<file path="src/rtl/multu_hilo_unit_if.sv">
// Control-block <-> multiply unit bundle: operands, function code, start level,
// and the unit's result/status outputs.
interface multu_hilo_unit_if #(
  parameter int WIDTH = 32
);
  logic [WIDTH-1:0] dataA;
  logic [WIDTH-1:0] dataB;
  logic [5:0]       Signal;
  logic             mulRes;
  logic [WIDTH-1:0] dataOut;
  logic             busy;
  logic             done;
  logic             seqErr;

  modport master (
    output dataA, dataB, Signal, mulRes,
    input  dataOut, busy, done, seqErr
  );

  modport slave (
    input  dataA, dataB, Signal, mulRes,
    output dataOut, busy, done, seqErr
  );
endinterface

</file>
<file path="src/rtl/multu_hilo_unit.sv">
// Sequential WIDTHxWIDTH unsigned shift-add multiplier feeding the HI/LO pair.
// Define MULTU_SEQ_CHECK_EN to build the sticky seqErr sequencing checker.
module multu_hilo_unit #(
  parameter int WIDTH = 32
) (
  input  logic             clk,
  input  logic             reset,
  multu_hilo_unit_if.slave bus
);
  localparam int STEP_W = $clog2(WIDTH) + 1;
  localparam logic [5:0] FN_MULTU  = 6'b011001;
  localparam logic [5:0] FN_MFHI   = 6'b010000;
  localparam logic [5:0] FN_MFLO   = 6'b010010;
  localparam logic [5:0] FN_COMMIT = 6'b111111;
  localparam logic [STEP_W-1:0] LAST_STEP = STEP_W'(WIDTH - 1);

  typedef enum logic {IDLE, RUN} state_e;

  state_e               state_q, state_d;
  logic [2*WIDTH-1:0]   mcand_q, mcand_d;
  logic [2*WIDTH-1:0]   prod_q, prod_d, prod_sum;
  logic [WIDTH-1:0]     mplier_q, mplier_d;
  logic [WIDTH-1:0]     hi_q, hi_d, lo_q, lo_d;
  logic [STEP_W-1:0]    step_q, step_d;
  logic                 pend_q, pend_d;
  logic                 done_q, done_d;
  logic                 mulres_q;
  logic                 start, commit, finish, idle_commit;

  // Only the rising edge of mulRes starts a multiply; a held level does not retrigger.
  assign start       = bus.mulRes && !mulres_q && (bus.Signal == FN_MULTU);
  assign commit      = (bus.Signal == FN_COMMIT);
  assign finish      = (state_q == RUN) && !start && (step_q == LAST_STEP);
  assign idle_commit = (state_q == IDLE) && commit;
  assign prod_sum    = prod_q + (mplier_q[0] ? mcand_q : '0);

  always_comb begin
    // NOTE: every next-state value gets a default first, so no path can infer a latch.
    state_d  = state_q;
    mcand_d  = mcand_q;
    mplier_d = mplier_q;
    prod_d   = prod_q;
    step_d   = step_q;
    hi_d     = hi_q;
    lo_d     = lo_q;
    pend_d   = pend_q;
    done_d   = 1'b0;

    if (start) begin
      mcand_d  = {{WIDTH{1'b0}}, bus.dataA};
      mplier_d = bus.dataB;
      prod_d   = '0;
      step_d   = '0;
      pend_d   = 1'b0;
      state_d  = RUN;
    end else if (state_q == RUN) begin
      prod_d   = prod_sum;
      mcand_d  = mcand_q << 1;
      mplier_d = mplier_q >> 1;
      step_d   = step_q + 1'b1;
      if (commit) pend_d = 1'b1;
      if (finish) begin
        done_d  = 1'b1;
        pend_d  = 1'b0;
        state_d = IDLE;
        // A commit seen during the run lands with the finished product.
        if (pend_q || commit) begin
          hi_d = prod_sum[2*WIDTH-1:WIDTH];
          lo_d = prod_sum[WIDTH-1:0];
        end
      end
    end else if (idle_commit) begin
      hi_d = prod_q[2*WIDTH-1:WIDTH];
      lo_d = prod_q[WIDTH-1:0];
    end
  end

  always_ff @(posedge clk or negedge reset) begin
    if (!reset) begin
      state_q  <= IDLE;
      mcand_q  <= '0;
      mplier_q <= '0;
      prod_q   <= '0;
      step_q   <= '0;
      hi_q     <= '0;
      lo_q     <= '0;
      pend_q   <= 1'b0;
      done_q   <= 1'b0;
      mulres_q <= 1'b0;
    end else begin
      // NOTE: non-blocking assignments so every register samples pre-edge values.
      state_q  <= state_d;
      mcand_q  <= mcand_d;
      mplier_q <= mplier_d;
      prod_q   <= prod_d;
      step_q   <= step_d;
      hi_q     <= hi_d;
      lo_q     <= lo_d;
      pend_q   <= pend_d;
      done_q   <= done_d;
      mulres_q <= bus.mulRes;
    end
  end

  assign bus.busy = (state_q == RUN);
  assign bus.done = done_q;

  always_comb begin
    bus.dataOut = '0;
    if (bus.Signal == FN_MFHI)      bus.dataOut = hi_q;
    else if (bus.Signal == FN_MFLO) bus.dataOut = lo_q;
  end

`ifdef MULTU_SEQ_CHECK_EN
  logic avail_q, avail_d, err_q;

  // avail: a finished product exists that no commit has consumed yet.
  always_comb begin
    avail_d = avail_q;
    if (finish)           avail_d = !(pend_q || commit);
    else if (idle_commit) avail_d = 1'b0;
  end

  always_ff @(posedge clk or negedge reset) begin
    if (!reset) begin
      avail_q <= 1'b0;
      err_q   <= 1'b0;
    end else begin
      avail_q <= avail_d;
      err_q   <= err_q | (start && (state_q == RUN)) | (idle_commit && !avail_q);
    end
  end

  assign bus.seqErr = err_q;
`else
  assign bus.seqErr = 1'b0;
`endif
endmodule
</file>
<file path="src/flat_wrapper.sv">
// flat-port wrapper written by rule: the top's interface ports become plain ports
module multu_hilo_unit_flat 
#(
  parameter int WIDTH = 32
)
  (clk, reset, bus_dataA, bus_dataB, bus_Signal, bus_mulRes, bus_dataOut, bus_busy, bus_done, bus_seqErr);
  multu_hilo_unit_if #(.WIDTH(WIDTH)) bus_i ();
  input  logic clk;
  input  logic reset;
  input wire logic [$bits(bus_i.dataA)-1:0] bus_dataA;
  input wire logic [$bits(bus_i.dataB)-1:0] bus_dataB;
  input wire logic [$bits(bus_i.Signal)-1:0] bus_Signal;
  input wire logic [$bits(bus_i.mulRes)-1:0] bus_mulRes;
  output wire logic [$bits(bus_i.dataOut)-1:0] bus_dataOut;
  output wire logic [$bits(bus_i.busy)-1:0] bus_busy;
  output wire logic [$bits(bus_i.done)-1:0] bus_done;
  output wire logic [$bits(bus_i.seqErr)-1:0] bus_seqErr;
  assign bus_i.dataA = bus_dataA;
  assign bus_i.dataB = bus_dataB;
  assign bus_i.Signal = bus_Signal;
  assign bus_i.mulRes = bus_mulRes;
  assign bus_dataOut = bus_i.dataOut;
  assign bus_busy = bus_i.busy;
  assign bus_done = bus_i.done;
  assign bus_seqErr = bus_i.seqErr;
  multu_hilo_unit #(.WIDTH(WIDTH)) u_core (.clk(clk), .reset(reset), .bus(bus_i));
endmodule
</file>
<file path="config.mk">
export PLATFORM = sky130hd
export DESIGN_NAME = multu_hilo_unit_flat
export DESIGN_NICKNAME = d
export VERILOG_FILES = /design/src/rtl/multu_hilo_unit_if.sv /design/src/rtl/multu_hilo_unit.sv /design/src/flat_wrapper.sv
export SDC_FILE = /design/constraint.sdc
export NUM_CORES = 1
export LEC_CHECK = 0
export CAP_MARGIN = 20
export CORE_ASPECT_RATIO = 1.25
export CORE_MARGIN = 2
export CORE_UTILIZATION = 55
export CTS_BUF_LIST = sky130_fd_sc_hd__clkbuf_4
export DETAILED_ROUTE_END_ITERATION = 8
export PLACE_DENSITY_LB_ADDON = 0.2
export SLEW_MARGIN = 20
export SYNTH_ARGS = -nofsm -noshare
export SYNTH_HDL_FRONTEND = slang
export SYNTH_SLANG_ARGS = --single-unit
</file>
<file path="constraint.sdc">
create_clock -name clk -period 4.5 [get_ports clk]
set_input_delay 0.9 -clock clk [delete_from_list [all_inputs] [get_ports clk]]
set_output_delay 0.9 -clock clk [all_outputs]
set_load 0.02 [all_outputs]
</file>
==> run summary <==
synthesized cell area = 0.0140 mm^2
sequential area share after synthesis = 0.420
drt pass-1 iters = 5
Die ar. = 0.0267 mm^2
Period minus WS final = 4.14 ns
postcts setup bufs = 0
Synth warnings = 0
final hold violations = 0
Setup crit start kind = register
crit-path leading delay family = simple AND/OR/NAND/NOR gates
final net count = 1759
reg2reg end = u_core.hi_q[24]$_DFFE_PN0P_
Final TNS setup = 0 ns
global-route wire length before repair = 58500 um
syn_nets = 1664
Vias/cell = 5.66
total gr overflow = 0
Slew Limit Headroom = 0.330
reg-to-reg critical path startpoint = u_core.mplier_q[0]$_DFFE_PN0P_
core area = 0.0251 mm^2
max-slew violations = 0
Initial Util = 0.555
Vias = 11299
share of synthesized flip-flops with an asynchronous set or reset = 1.00
num rows = 65
vias in the first global route = 11696
post-route ant nets = 0
post-CTS sizing = 0
actual slew at the worst max-slew pin = 1.01 ns
IO Pins = 108
clock buffer depth = 3
Worst Hold Class = in2async
Worst R2R Setup Slack = 0.36 ns
share of cells above drive strength 1 = 0.0759
worst path cell trace = buf_4, buf_4, and2_1, ha_1, and4_1, nand4_1, nor4_1, a21oi_1, nand2_1, a21oi_1, a21oi_1, a31oi_1, xnor2_1, mux2i_1, a21oi_1
status = complete, no violations
All-Layer GR Usage = 0.268
DRT Wirelength = 35200 um
Placer Congestion = 0.933
Routed wire per std cell = 17.6 um
Worst Reg-to-Reg Cells = 15
Horiz. Die Dim = 146 um
# fillers = 2177
clock sink total = 234
critical path peak fanout = 38
final setup vio count = 0
DR DRC count = 0
Multi-input gate area = 0.00768 mm^2
Register Area = 0.00586 mm^2
Clock transition at path regs = 0.07 ns
initial antenna violation count = 2
Syn Area/Cell = 9.15 um^2
Worst path slowest cell = nor4_1
flops & latches, synth = 234
Port Buffers = 106
Critical path buffers and inverters = 2
Post-CTS Hold Fix Bufs = 0
H-tree depth = 2
period utilization = 0.920
Max-Cap Viols = 0
Layout area overhead = 14.7%
CP required = 5.09 ns
critical path capture point type = register
Post-synth EDFFs = 0
CTS Buf Count = 60
crit path DAT = 4.74 ns
cell repeated most along the worst path = a21oi_1
Worst path max stage delay = 0.57 ns
maximum clock frequency = 241 MHz
Yosys cell types = 64
Most used DFF post-synth = dfrtp_1
worst-case clock skew = 0.0448 ns
WS Path Type = reg2reg
largest net degree at the start of global routing = 197
root buf cell = clkbuf_4
Cells after Synth = 1526
Post-DP HPWL = 24600 um
RSZ-0062 raised after global routing = no
initial drt markers = 573
die height = 182 um
CTS tree = yes
clk_lat worst skew = 0.74 ns
## state kept, by name (all words and copies together), names as in the netlist
signal           count
u_core.bus.busy      1
u_core.bus.done      1
u_core.hi_q         32
u_core.lo_q         32
u_core.mcand_q      64
u_core.mplier_q     32
u_core.mulres_q      1
u_core.pend_q        1
u_core.prod_q       64
u_core.step_q        6
## cells in the mapped netlist, types with 12 or more instances
cell type | number | share of area
ha_1 | 64 | 0.057
clkbuf_1 | 70 | 0.019
a31oi_1 | 12 | 0.0054
xor2_1 | 23 | 0.014
o21bai_1 | 16 | 0.0086
dfrtp_1 | 234 | 0.42
inv_1 | 15 | 0.0040
buf_2 | 12 | 0.0043
nand3_1 | 18 | 0.0065
nand2_1 | 130 | 0.035
and2_1 | 69 | 0.031
xnor2_1 | 40 | 0.025
a21o_1 | 44 | 0.024
mux2i_1 | 182 | 0.13
nor2_1 | 232 | 0.062
a21oi_1 | 137 | 0.049
o21ai_0 | 99 | 0.036
nand4_1 | 20 | 0.0090
## worst register-to-register path, cell delays in order, from the launching register on
cell     delay (ns)
dfrtp_1        0.44
buf_4          0.23
buf_4          0.27
and2_1         0.21
ha_1           0.42
and4_1         0.26
nand4_1        0.22
nor4_1         0.58
a21oi_1        0.18
nand2_1        0.10
a21oi_1        0.05
a21oi_1        0.40
a31oi_1        0.18
xnor2_1        0.15
mux2i_1        0.20
a21oi_1        0.10
## cells by family after synthesis
| family | count (synthesis) | share of synthesized area |
|---|---|---|
| AOI/OAI and AO/OA | 360 | 0.155 |
| xor gates and xnor gates | 63 | 0.0395 |
| adders and majority gates | 65 | 0.0588 |
| buffers and inverters | 108 | 0.0306 |
| DFF | 234 | 0.420 |
| muxes | 186 | 0.134 |
| other | 1 | 0.000269 |
| and+or+nand+nor | 509 | 0.162 |
## how the worst max path moves through the flow
stage	start	to	cells past startpoint
after floorplan	u_core.mplier_q[0]$_DFFE_PN0P_	u_core.prod_q[62]$_DFFE_PN0P_	14
final	u_core.mplier_q[0]$_DFFE_PN0P_	u_core.hi_q[24]$_DFFE_PN0P_	15
after CTS	u_core.mplier_q[0]$_DFFE_PN0P_	u_core.hi_q[24]$_DFFE_PN0P_	15
after detailed placement	u_core.mplier_q[0]$_DFFE_PN0P_	u_core.hi_q[24]$_DFFE_PN0P_	15
after global routing	u_core.mplier_q[0]$_DFFE_PN0P_	u_core.hi_q[24]$_DFFE_PN0P_	15
after global placement	u_core.mplier_q[0]$_DFFE_PN0P_	u_core.hi_q[24]$_DFFE_PN0P_	14
## through the flow
stage / hold slack, ns / utilization / cell area (um^2) / cells / worst slack, ns
finish: 0.212 / 0.637 / 16000 / 1997 / 0.358
global route: 0.250 / 0.637 / 16000 / 1996 / 0.0591
CTS: 0.228 / 0.637 / 16000 / 1995 / 0.409
detailed placement: 0.480 / 0.608 / 15300 / 1894 / 0.470
global placement: 0.463 / 0.608 / 15300 / 1894 / 0.475
floorplan: 0.450 / - / 14000 / 1526 / 1.16
## layer usage
layer / routed length, um / up-vias / track usage
li1: - / 5556 / -
met1: 15600 / 5426 / 0.344
met2: 17200 / 243 / 0.460
met3: 1340 / 74 / 0.0428
met4: 1050 / 0 / 0.0998
met5: 0 / - / 0
## placed cells by master, fill, tap and decap left out, types with 4 or more instances in the layout
cell and n:
clkbuf_4 81, mux2i_1 182, a21oi_1 137, nand3_1 18, o21a_1 4, nand2_1 130, mux2_2 4, o21ai_1 5
nand4_1 20, ha_1 64, buf_12 4, a211oi_1 5, nor2b_1 5, o211ai_1 8, nand2b_1 4, xnor2_1 40
a21o_1 44, and2_1 69, o21ai_0 99, clkinv_1 16, clkdlybuf4s50_1 104, or3_1 6, a31oi_1 12, and3_1 6
xor2_1 23, buf_4 16, o21bai_1 16, nor3_1 6, inv_1 15, nor2_1 232, dfrtp_1 233
## final cells by class
class / instances / area share
inverter: 15 / 0.00352
sequential: 234 / 0.366
tap: 335 / 0.0262
multi-input combinational: 1184 / 0.480
timing repair buffer: 126 / 0.0788
antenna: 2 / 0.000313
clock buffer: 81 / 0.0380
clock inverter: 20 / 0.00704
Power is left out: the tool's default activity adds up to more than one toggle a clock period on the data nets, which glitch-free logic cannot reach.
